===== src/rtl/agc_mem_sequencer.sv =====
// AGC memory-cycle sequencer: read into G, rewrite (edited) erasable word, return old contents.
// Fixed transaction of accept -> READ -> WRITE -> RESP; memory outputs decode from registered state only.
module agc_mem_sequencer (
  input  logic        clk,
  input  logic        rst_n,
  input  logic        req_valid,
  output logic        req_ready,
  input  logic        req_write,
  input  logic [11:0] req_addr,
  input  logic [14:0] req_wdata,
  output logic        rsp_valid,
  output logic [14:0] rsp_data,
  output logic        rsp_err,
  output logic [11:0] mem_addr,
  output logic [14:0] mem_wdata,
  output logic        mem_we,
  input  logic [14:0] mem_rdata
);

  localparam logic [11:0] ZERO_ADDR = 12'o0007;
  localparam logic [11:0] EDIT_BASE = 12'o0020;

  localparam logic [1:0] ST_IDLE  = 2'd0;
  localparam logic [1:0] ST_READ  = 2'd1;
  localparam logic [1:0] ST_WRITE = 2'd2;
  localparam logic [1:0] ST_RESP  = 2'd3;

  logic [1:0]  state_q, state_d;
  logic [11:0] s_q, s_d;
  logic [14:0] w_q, w_d;
  logic        wr_q, wr_d;
  logic [14:0] g_q, g_d;
  logic [14:0] rsp_data_q, rsp_data_d;
  logic        rsp_err_q, rsp_err_d;

  logic        is_zero;
  logic        is_erasable;
  logic        is_edit;
  logic [14:0] v_raw;
  logic [14:0] v_edit;

  assign is_zero     = (s_q == ZERO_ADDR);
  assign is_erasable = (s_q[11:10] == 2'b00);
  assign is_edit     = (s_q[11:2] == EDIT_BASE[11:2]);
  assign v_raw       = wr_q ? w_q : g_q;

  always_comb begin
    v_edit = v_raw;
    if (is_edit) begin
      case (s_q[1:0])
        2'd0:    v_edit = {v_raw[0], v_raw[14:1]};
        2'd1:    v_edit = {v_raw[14], v_raw[14:1]};
        2'd2:    v_edit = {v_raw[13:0], v_raw[14]};
        default: v_edit = {8'b0, v_raw[13:7]};
      endcase
    end
  end

  always_comb begin
    state_d    = state_q;
    s_d        = s_q;
    w_d        = w_q;
    wr_d       = wr_q;
    g_d        = g_q;
    rsp_data_d = rsp_data_q;
    rsp_err_d  = rsp_err_q;
    case (state_q)
      ST_IDLE: begin
        if (req_valid) begin
          s_d     = req_addr;
          w_d     = req_wdata;
          wr_d    = req_write;
          state_d = ST_READ;
        end
      end
      ST_READ: begin
        g_d     = is_zero ? 15'd0 : mem_rdata;
        state_d = ST_WRITE;
      end
      ST_WRITE: begin
        // Response registers hold until the next transaction reaches RESP.
        rsp_data_d = g_q;
        rsp_err_d  = wr_q & ~is_erasable;
        state_d    = ST_RESP;
      end
      default: state_d = ST_IDLE;
    endcase
  end

  always_ff @(posedge clk or negedge rst_n) begin
    if (!rst_n) begin
      state_q    <= ST_IDLE;
      s_q        <= 12'd0;
      w_q        <= 15'd0;
      wr_q       <= 1'b0;
      g_q        <= 15'd0;
      rsp_data_q <= 15'd0;
      rsp_err_q  <= 1'b0;
    end else begin
      state_q    <= state_d;
      s_q        <= s_d;
      w_q        <= w_d;
      wr_q       <= wr_d;
      g_q        <= g_d;
      rsp_data_q <= rsp_data_d;
      rsp_err_q  <= rsp_err_d;
    end
  end

  assign req_ready = (state_q == ST_IDLE);
  assign rsp_valid = (state_q == ST_RESP);
  assign rsp_data  = rsp_data_q;
  assign rsp_err   = rsp_err_q;
  assign mem_addr  = s_q;
  assign mem_we    = (state_q == ST_WRITE) & is_erasable & ~is_zero;
  assign mem_wdata = (state_q == ST_WRITE) ? v_edit : 15'd0;

endmodule


===== config.mk =====
export PLATFORM = sky130hd
export DESIGN_NAME = agc_mem_sequencer
export DESIGN_NICKNAME = d
export VERILOG_FILES = /design/src/rtl/agc_mem_sequencer.sv
export SDC_FILE = /design/constraint.sdc
export NUM_CORES = 1
export LEC_CHECK = 0
export CORE_MARGIN = 4
export CORE_UTILIZATION = 47
export CTS_BUF_LIST = sky130_fd_sc_hd__clkbuf_16
export CTS_CLUSTER_SIZE = 40
export DETAILED_ROUTE_END_ITERATION = 10
export GPL_ROUTABILITY_DRIVEN = 0
export PLACE_DENSITY = 0.8
export SYNTH_ARGS = -nofsm -noshare
export SYNTH_HDL_FRONTEND = slang
export SYNTH_SLANG_ARGS = --single-unit

===== constraint.sdc =====
create_clock -name clk -period 2.25 [get_ports clk]
set_input_delay 0.45 -clock clk [delete_from_list [all_inputs] [get_ports clk]]
set_output_delay 0.45 -clock clk [all_outputs]
set_load 0.05 [all_outputs]

Yosys cells after proc, flatten, opt, wreduce, memory -nomap -nowiden. Index checks and enable logic that the tools add are counted.

$lt $le $gt $ge: 0. Reductions and logical operators: 4. Add/sub/neg operators: 0. Bitwise operators: 5. $mul: 0. Shift-type cells: 0. Muxes and demuxes: 7. Equality and inequality tests: 8. Divide/modulo/power cells: 0.

Operators by type and width (count): $mux W15 (4); $pmux W15 S3 (1); $eq A12 B3 Y1 const B (1); $eq A10 B3 Y1 const B (1); $eq A2 B2 Y1 const B (3); $logic_not A2 Y1 (3); $pmux W2 S3 (1); $eq A2 B1 Y1 const B (2); $and A1 B1 Y1 (3); $mux W2 (1); $ne A2 B2 Y1 const B (1); $not A1 Y1 (2); $reduce_and A2 Y1 (1).

Latch bits: 0. Bits in read-only memories: 0. Memories: 0. RAM bits: 0. Word-level logic and storage cells: 31. Output and inout port bits: 46. Flip-flop bits (word level): 61.

Depth between registers and ports, before layout. Gate-level depths: netlist of run 1.

Depth after elaboration: 4. Depth in mapped cells: 6. Depth with buffers taken out: 5.

Worst setup path before layout of run 1. No wires, ideal clock.

Path type: register to output. Start point: register s_q[3] (netlist: mem_addr[3]). End point: output mem_wdata[1]. Required time: 1800 ps. Cell stages (with the launch flop): 4. Path slack: -736 ps. Path buffers: 0. Arrival time: 2536 ps. Cells stage by stage: dfrtp_1 nor4_4 a31oi_1 a211oi_1.

Cells in the longest elaborated chain, start to end: 3.

RTL lines: start, declared (RTL line 29) `logic [11:0] s_q, s_d;`; start signal, assigned (RTL line 93) `s_q <= 12'd0;`; start signal, assigned (RTL line 101) `s_q <= s_d;`; $eq A10 B3 Y1 (RTL line 44) `assign is_edit = (s_q[11:2] == EDIT_BASE[11:2]);`; $mux W15 (RTL line 49) `if (is_edit) begin`; $mux W15 (RTL line 116) `assign mem_wdata = (state_q == ST_WRITE) ? v_edit : 15'd0;`; end, declared (RTL line 15) `output logic [14:0] mem_wdata,`.

No other way between the ends.

Worst setup path after layout of run 1.
Start point: register wr_q. End point: output mem_wdata[5].

Cells in the longest elaborated chain, start to end: 4.

RTL lines: start, declared (RTL line 31) `logic wr_q, wr_d;`; start signal, assigned (RTL line 103) `wr_q <= wr_d;`; $mux W15 * (RTL line 45) `assign v_raw = wr_q ? w_q : g_q;`; $pmux W15 S3 (RTL line 50) `case (s_q[1:0])`; $mux W15 * (RTL line 49); $mux W15 * (RTL line 116).

Mark *: on every way between the ends. The rest lies on a longest branch, timed or not.

==> summary.md, run 1 <==
• **floorplan die height** 89.4 um
• **clk slew on worst S/H paths** 0.05 ns
• **post-synthesis area per instance** 13.4 um^2
• **endpoints failing setup** 16
• **share of synthesized area occupied by flip-flops and latches** 0.491
• **final period demand of the worst path** 2.67 ns
• **Synth Cell Area** 3110 um^2
• **most area-hungry cell type in the Yosys netlist** sky130_fd_sc_hd__dfrtp_1
• **unique cell type count in the Yosys netlist** 35
• **HP Class** in -> async
• **Worst setup EP type** primary output
• **portion of the clock cycle consumed by the worst path in the final layout** 1.19
• **maximum resistive drop on vdd** 0.00130 V
• **worst path arrival time** 2.22 ns
• **setup repair after global routing missed its margin** true
• **top-level port count** 92
• **total number of vias** 2806
• **DRT iter0 DRCs** 245
• **number of failing hold endpoints at the final stage** 0
• **vias in the first global route** 2650
• **global router's overall resource usage** 0.244
• **Synth Net Count** 282
• **start-to-end type of the worst setup path** reg -> out
• **level count of the clock H-tree** 3
• **top cells by area, synth** sky130_fd_sc_hd__dfrtp_1 49%, sky130_fd_sc_hd__mux2_2 21%, sky130_fd_sc_hd__a22o_1 4.5%
• **Remaining DRCs** 0
• **total wire length** 11000 um
• **maximum number of pins on one net before global-route repair** 32
• **total power consumption of the routed design** 9.88 mW
• **Slew HR** 0.519
• **first-pass iteration count of the detailed router** 7
• **static leakage** 2.14 nW
• **violated checks** setup timing
• **final setup skew** 0.00674 ns
• **fraction of synthesized cell area taken by the top area cell type** 0.491
• **final sum of negative setup slack** -4.43 ns
• **share of final-layout standard cells stronger than drive strength 1** 0.492
• **post-placement cell count** 395
• **wire length of the first global-routing pass** 14300 um
• **number of routed nets with antenna violations** 0
• **core outline area** 6390 um^2
• **Syn-to-layout area delta** 68.3%
• **worst r2r path cells** 7
• **Num Clock Sinks** 61
• **HPWL Detailed** 5660 um
• **Register Area** 1540 um^2
• **clock buffers created by TritonCTS** 9
• **slew at the pin with the worst max-slew slack** 0.721 ns
• **horizontal extent of the die** 89.4 um
• **number of fill cells in the layout** 314
• **worst hold slack across all endpoints** 0.183 ns
• **DR vias/cell** 6.33
• **flops & latches, synth** 61
• **crit start category** flip-flop
• **count of buffers from port buffering** 91
• **number of slew-limit violations in the final report** 0
• **initial core utilization** 0.487
• **total power divided by cell area** 1890 nW/um^2
• **number of antenna violations at the first check in global routing** 0
• **clock root buffer master** sky130_fd_sc_hd__clkbuf_16
• **maximum count of clock buffers along a single path** 2
• **TritonCTS clock tree** built
• **Synth Instances** 232
• **area taken by multi-input logic gates** 1730 um^2
• **Antenna Diode Count** 0
• **remaining global-route overflow** 0
• **average routed wire per standard cell** 24.9 um
• **final layout net count** 412
• **cts-stage hold buffer count** 0
• **final cell utilization of the core** 0.820
• **highest attainable clock frequency** 375 MHz
• **Req. time, crit path** 1.80 ns
• **area of the die** 7980 um^2
• **Warnings, synthesis** 0
• **worst-skew pair later-pin latency** 0.33 ns
• **run status** finished with violations
• **filler-free cell count of the finished design** 443
• **final setup slack of the worst path** -0.417 ns
• **number of maximum-capacitance constraint violations** 0
• **largest fanout on the critical path** 9
• **num rows** 29
==> synth_stat cells (all sizes together) <==
cell and instances:
and2 2, mux2i 2, and3 2, o31ai 1, nand3 2, nand2b 1, nor4 2, mux2 58
clkbuf 6, a22oi 6, ha 4, dfrtp 61, a222oi 5, o311a 1, nand2 2, and4b 1
a32o 1, buf 12, o21ai 3, a22o 16, o2111ai 2, a31oi 13, a31o 1, o221a 1
nor2 3, nor2b 2, inv 7, a211oi 12, a2bb2oi 1, o2bb2ai 2
==> layout make-up <==
| class | instances | area share |
|---|---|---|
| clock buffers | 9 | 0.0430 |
| flip-flops and latches | 61 | 0.294 |
| inverters | 7 | 0.00502 |
| repair buffers | 137 | 0.304 |
| clock inverters | 6 | 0.00454 |
| well taps | 77 | 0.0184 |
| multi-input cells | 146 | 0.331 |
==> cell families after synthesis <==
family,count (synthesis),share of synthesized area
muxes,60,0.216
DFF,61,0.491
buffers and inverters,25,0.0507
adders and majority gates,4,0.0161
and+or+nand+nor,17,0.0402
AOI/OAI and AO/OA,65,0.186
==> timing repair <==
action                     in CTS  in global routing
resized for setup              30                 30
pin swaps                      18                 13
setup buffers                  10                 19
setup endpoints to repair      16                 16
cloned                          3                  3
==> through the flow <==
step                      setup WS, ns  cell area (um^2)
after floorplan                -0.0708              3230
after global placement           0.108              4410
after detailed placement        0.0758              4410
after CTS                       -0.269              4930
after global routing            -0.421              5240
final                           -0.417              5240
==> final timing paths <==
path                              from           end  slack, ns
max                               wr_q  mem_wdata[5]      -0.42
min                              rst_n   rsp_data[4]       0.18
max reg2reg                mem_addr[5]       g_q[12]       0.30
min reg2reg                rsp_data[3]   rsp_data[3]       0.50
max in group asynchronous        rst_n  mem_addr[10]       1.45
min in group clk           rsp_data[3]   rsp_data[3]       0.50
==> critical path: stages, from the launching register on <==
cell and delay (ns):
sky130_fd_sc_hd__dfrtp_2 0.41, sky130_fd_sc_hd__buf_12 0.16, sky130_fd_sc_hd__mux2_2 0.44, sky130_fd_sc_hd__a222oi_1 0.54, sky130_fd_sc_hd__a211oi_4 0.14, sky130_fd_sc_hd__buf_12 0.18
==> sequential cells by signal (all words and copies together), names as in the netlist <==
register	count
mem_addr	12
wr_q	1
rsp_data	15
g_q	15
rsp_err	1
state_q	2
w_q	15
==> routing by layer <==
| layer | GRT usage | vias up | part of all wire |
|---|---|---|---|
| li1 | - | 1151 | - |
| met2 | 0.387 | 193 | 0.49 |
| met1 | 0.319 | 1414 | 0.38 |
| met3 | 0.0498 | 48 | 0.079 |
| met5 | 0 | - | 0 |
| met4 | 0.122 | 0 | 0.047 |
==> where the power goes <==
| group | leakage (nW) | switching [mW] | total [mW] | internal [mW] |
|---|---|---|---|---|
| registers | 0.730 | 0.490 | 2.16 | 1.67 |
| logic | 1.28 | 3.67 | 6.56 | 2.89 |
| clock network | 0.130 | 0.441 | 1.15 | 0.714 |
| total | 2.14 | 4.60 | 9.88 | 5.28 |
==> placed cells by master, fill, tap and decap left out, drive strengths merged, types with 2 or more instances in the layout <==
cell	instances
o21ai	3
o2111ai	2
buf	63
mux2i	2
clkbuf	10
nand2	2
nor2b	2
clkinv	4
nor4	2
and2	2
a211oi	12
nand3	2
a222oi	5
nor2	3
dfrtp	61
ha	4
o2bb2ai	2
inv	9
clkdlybuf4s50	73
and3	2
a31oi	13
mux2	58
a22o	16
a22oi	6
Power figures use the tool's default switching activity.
==> run 2, diff against run 1 <==
Settings changed: CORE_UTILIZATION 47 to 25, CTS_CLUSTER_SIZE 40 to default, HOLD_SLACK_MARGIN from default to 0.03, PLACE_DENSITY 0.8 to default.
==> run 2 against run 1 <==
  * The run still ends with setup timing left
  * Sequential cell count did not move
  * Via count fell by 9.7%
  * Sequential power barely moved
  * Routed wire length fell by 12%
  * Combinational power fell by 5.8%
  * Clock power rose by 23%
  * Global-route usage fell by 11 points
  * Hold slack got worse by 0.067 ns
  * Largest cell class unchanged
  * Setup slack improved by 0.026 ns
  * Clock-buffer cell count did not move
  * Power fell by 1.3%
==> summary.md, run 2 (synthesized netlist as in run 1, its figures left out) <==
• **run status** finished with violations
• **violated checks** setup timing
• **clock root buffer master** sky130_fd_sc_hd__clkbuf_16
• **floorplan die height** 120 um, +34%
• **Remaining DRCs** 0, unchanged
• **Slew HR** 0.610, +0.0905
• **met2 capacity usage during global routing** 0.229, -0.158
• **HP Class** in -> async
• **wire length of the first global-routing pass** 15100 um, +5.1%
• **vias in the first global route** 2767, +4.4%
• **initial core utilization** 0.257, -0.230
• **highest attainable clock frequency** 379 MHz, +0.99%
• **DRT iter0 DRCs** 130, -47%
• **endpoints failing setup** 16, unchanged
• **first-pass iteration count of the detailed router** 5, -2
• **HPWL Detailed** 6510 um, +15%
• **Register Area** 1540 um^2, about the same
• **total power divided by cell area** 1820 nW/um^2, -3.3%
• **number of antenna violations at the first check in global routing** 0, unchanged
• **total wire length** 9720 um, -12%
• **area of the die** 14300 um^2, +79%
• **number of failing hold endpoints at the final stage** 0, unchanged
• **maximum resistive drop on vdd** 0.000746 V, -43%
• **met1 routing resource usage after global routing** 0.162, -0.157
• **worst hold slack across all endpoints** 0.116 ns, -0.0675 ns
• **sequential group share of total power** 0.221, +0.002
• **cts-stage hold buffer count** 0, unchanged
• **portion of the clock cycle consumed by the worst path in the final layout** 1.17, -0.0117
• **area taken by multi-input logic gates** 1700 um^2, -2.1%
• **most common library cell in the layout ignoring fill and taps** sky130_fd_sc_hd__clkdlybuf4s50_1
• **final setup slack of the worst path** -0.391 ns, +0.0262 ns
• **remaining global-route overflow** 0, unchanged
• **clock network fraction of total power** 0.145, +0.028
• **start-to-end type of the worst setup path** reg -> out
• **final layout net count** 403, -2.2%
• **num rows** 40, +38%
• **final setup skew** 0.00644 ns, -0.000299 ns
• **cell-internal power** 5.42 mW, +2.6%
• **slew at the pin with the worst max-slew slack** 0.585 ns, -0.136 ns
• **top library cells by usage in the layout, fill and taps aside** 73 x sky130_fd_sc_hd__clkdlybuf4s50_1, 52 x sky130_fd_sc_hd__mux2_2, 50 x sky130_fd_sc_hd__dfrtp_1
• **startpoint of the lowest-slack register-to-register path** mem_addr[5]
• **largest fanout on the critical path** 8, -1
• **share of final-layout standard cells stronger than drive strength 1** 0.480, -0.0114
• **level count of the clock H-tree** 3, unchanged
• **final sum of negative setup slack** -2.85 ns, +1.58 ns
• **number of routed nets with antenna violations** 0, unchanged
• **Antenna Diode Count** 0, unchanged
• **setup slack of the worst register-to-register path** 0.44 ns, +0.14 ns
• **worst-skew pair later-pin latency** 0.32 ns, about the same
• **setup repair after global routing missed its margin** true
• **average routed wire per standard cell** 18.5 um, -26%
• **worst path arrival time** 2.19 ns, -0.03 ns
• **top-level port count** 92, unchanged
• **layer with the highest usage after global routing** met2
• **clk slew on worst S/H paths** 0.05 ns, about the same
• **Worst setup EP type** primary output
• **Syn-to-layout area delta** 71.8%
• **final period demand of the worst path** 2.64 ns, -0.0262 ns
• **count of buffers from port buffering** 91, unchanged
• **Num Clock Sinks** 61, unchanged
• **switching power total** 4.33 mW, -5.9%
• **crit start category** flip-flop
• **core outline area** 12100 um^2, +90%
• **global router's overall resource usage** 0.135, -0.109
• **maximum number of pins on one net before global-route repair** 62, +94%
• **number of maximum-capacitance constraint violations** 0, unchanged
• **maximum count of clock buffers along a single path** 2, unchanged
• **total number of vias** 2533, -9.7%
• **GRT met3 Usage** 0.0415, -0.00830
• **clock buffers created by TritonCTS** 9, unchanged
• **net switching share of the total power** 0.444, -0.0216
• **number of fill cells in the layout** 1136, +260%
• **horizontal extent of the die** 120 um, +34%
• **number of slew-limit violations in the final report** 0, unchanged
• **worst reg2reg path endpoint** g_q[7]
• **worst r2r path cells** 7, unchanged
• **Gate power share** 0.634, -0.030
• **Req. time, crit path** 1.80 ns, about the same
• **DR vias/cell** 4.82, -24%
• **static leakage** 2.11 nW, -1.4%
• **TritonCTS clock tree** built
==> run 2: cell count changes in the layout (fill, tap and decap cells not counted), moves of 2 or more <==
cell	change
sky130_fd_sc_hd__a31oi_4	-3
sky130_fd_sc_hd__buf_12	+2
sky130_fd_sc_hd__buf_4	-11
sky130_fd_sc_hd__inv_1	-2
sky130_fd_sc_hd__mux2_2	+3
sky130_fd_sc_hd__a31oi_1	+4
sky130_fd_sc_hd__a22oi_1	+3
sky130_fd_sc_hd__bufinv_16	+2
sky130_fd_sc_hd__mux2_4	-3
sky130_fd_sc_hd__a22oi_2	-3
==> run 2: worst max-delay path by stage <==
stage | from | end | slack, ns | cells after the start
6_report | wr_q | mem_wdata[2] | -0.39 | 6
3_5_place_dp | wr_q | mem_wdata[3] | 0.02 | 5
3_3_place_gp | wr_q | mem_wdata[1] | 0.1 | 5
5_1_grt | wr_q | mem_wdata[2] | -0.42 | 6
2_1_floorplan | mem_addr[10] | mem_wdata[10] | -0.07 | 4
4_1_cts | wr_q | mem_wdata[4] | -0.29 | 5
==> run 2: critical path, stage by stage, from the launching register on <==
cell	delay (ns)
sky130_fd_sc_hd__dfrtp_2	0.45
sky130_fd_sc_hd__buf_12	0.16
sky130_fd_sc_hd__buf_4	0.13
sky130_fd_sc_hd__mux2_4	0.33
sky130_fd_sc_hd__a222oi_1	0.47
sky130_fd_sc_hd__a211oi_4	0.15
sky130_fd_sc_hd__buf_12	0.18
==> run 2: what timing repair did <==
item / 4_1_cts / 5_1_grt
endpoints found under the setup margin: 16 / 16
cloned: 3 / 2
pin swaps: 5 / 15
setup buffers: 13 / 8
gates resized for setup: 23 / 23
==> run 2: power groups by stage <==
stage | Clock, mW | Sequential, mW | Combinational, mW
final | 1.42 | 2.15 | 6.18
after global routing | 1.50 | 2.24 | 6.48
after CTS | 1.45 | 2.13 | 5.76
after detailed placement | 0 | 2.14 | 5.43
after global placement | 0 | 2.14 | 5.34
after floorplan | 0 | 2.85 | 2.86
==> run 2: layout make-up <==
class                           count  area share
Clock buffer                        9      0.0422
Inverter                            7     0.00562
Timing Repair Buffer              128       0.292
Multi-Input combinational cell    146       0.318
Tap cell                          168      0.0393
Clock inverter                      7      0.0152
Sequential cell                    61       0.288
==> run 2: per-layer routing <==
layer | wire [um] | up-vias | part of all wire
met1 | 4170 | 1289 | 0.43
li1 | - | 1143 | -
met5 | 0 | - | 0
met3 | 503 | 12 | 0.052
met2 | 4890 | 89 | 0.50
met4 | 158 | 0 | 0.016
==> run 2: per-stage QoR <==
stage / total power [mW] / setup slack, ns / util / cell area [um^2] / cells
after floorplan: 5.71 / -0.0708 / - / 3230 / 232
after global placement: 7.48 / 0.0961 / 0.373 / 4520 / 484
after detailed placement: 7.56 / 0.0238 / 0.373 / 4520 / 484
after CTS: 9.35 / -0.295 / 0.423 / 5130 / 516
after global routing: 10.2 / -0.419 / 0.441 / 5340 / 526
final: 9.75 / -0.391 / 0.441 / 5340 / 526
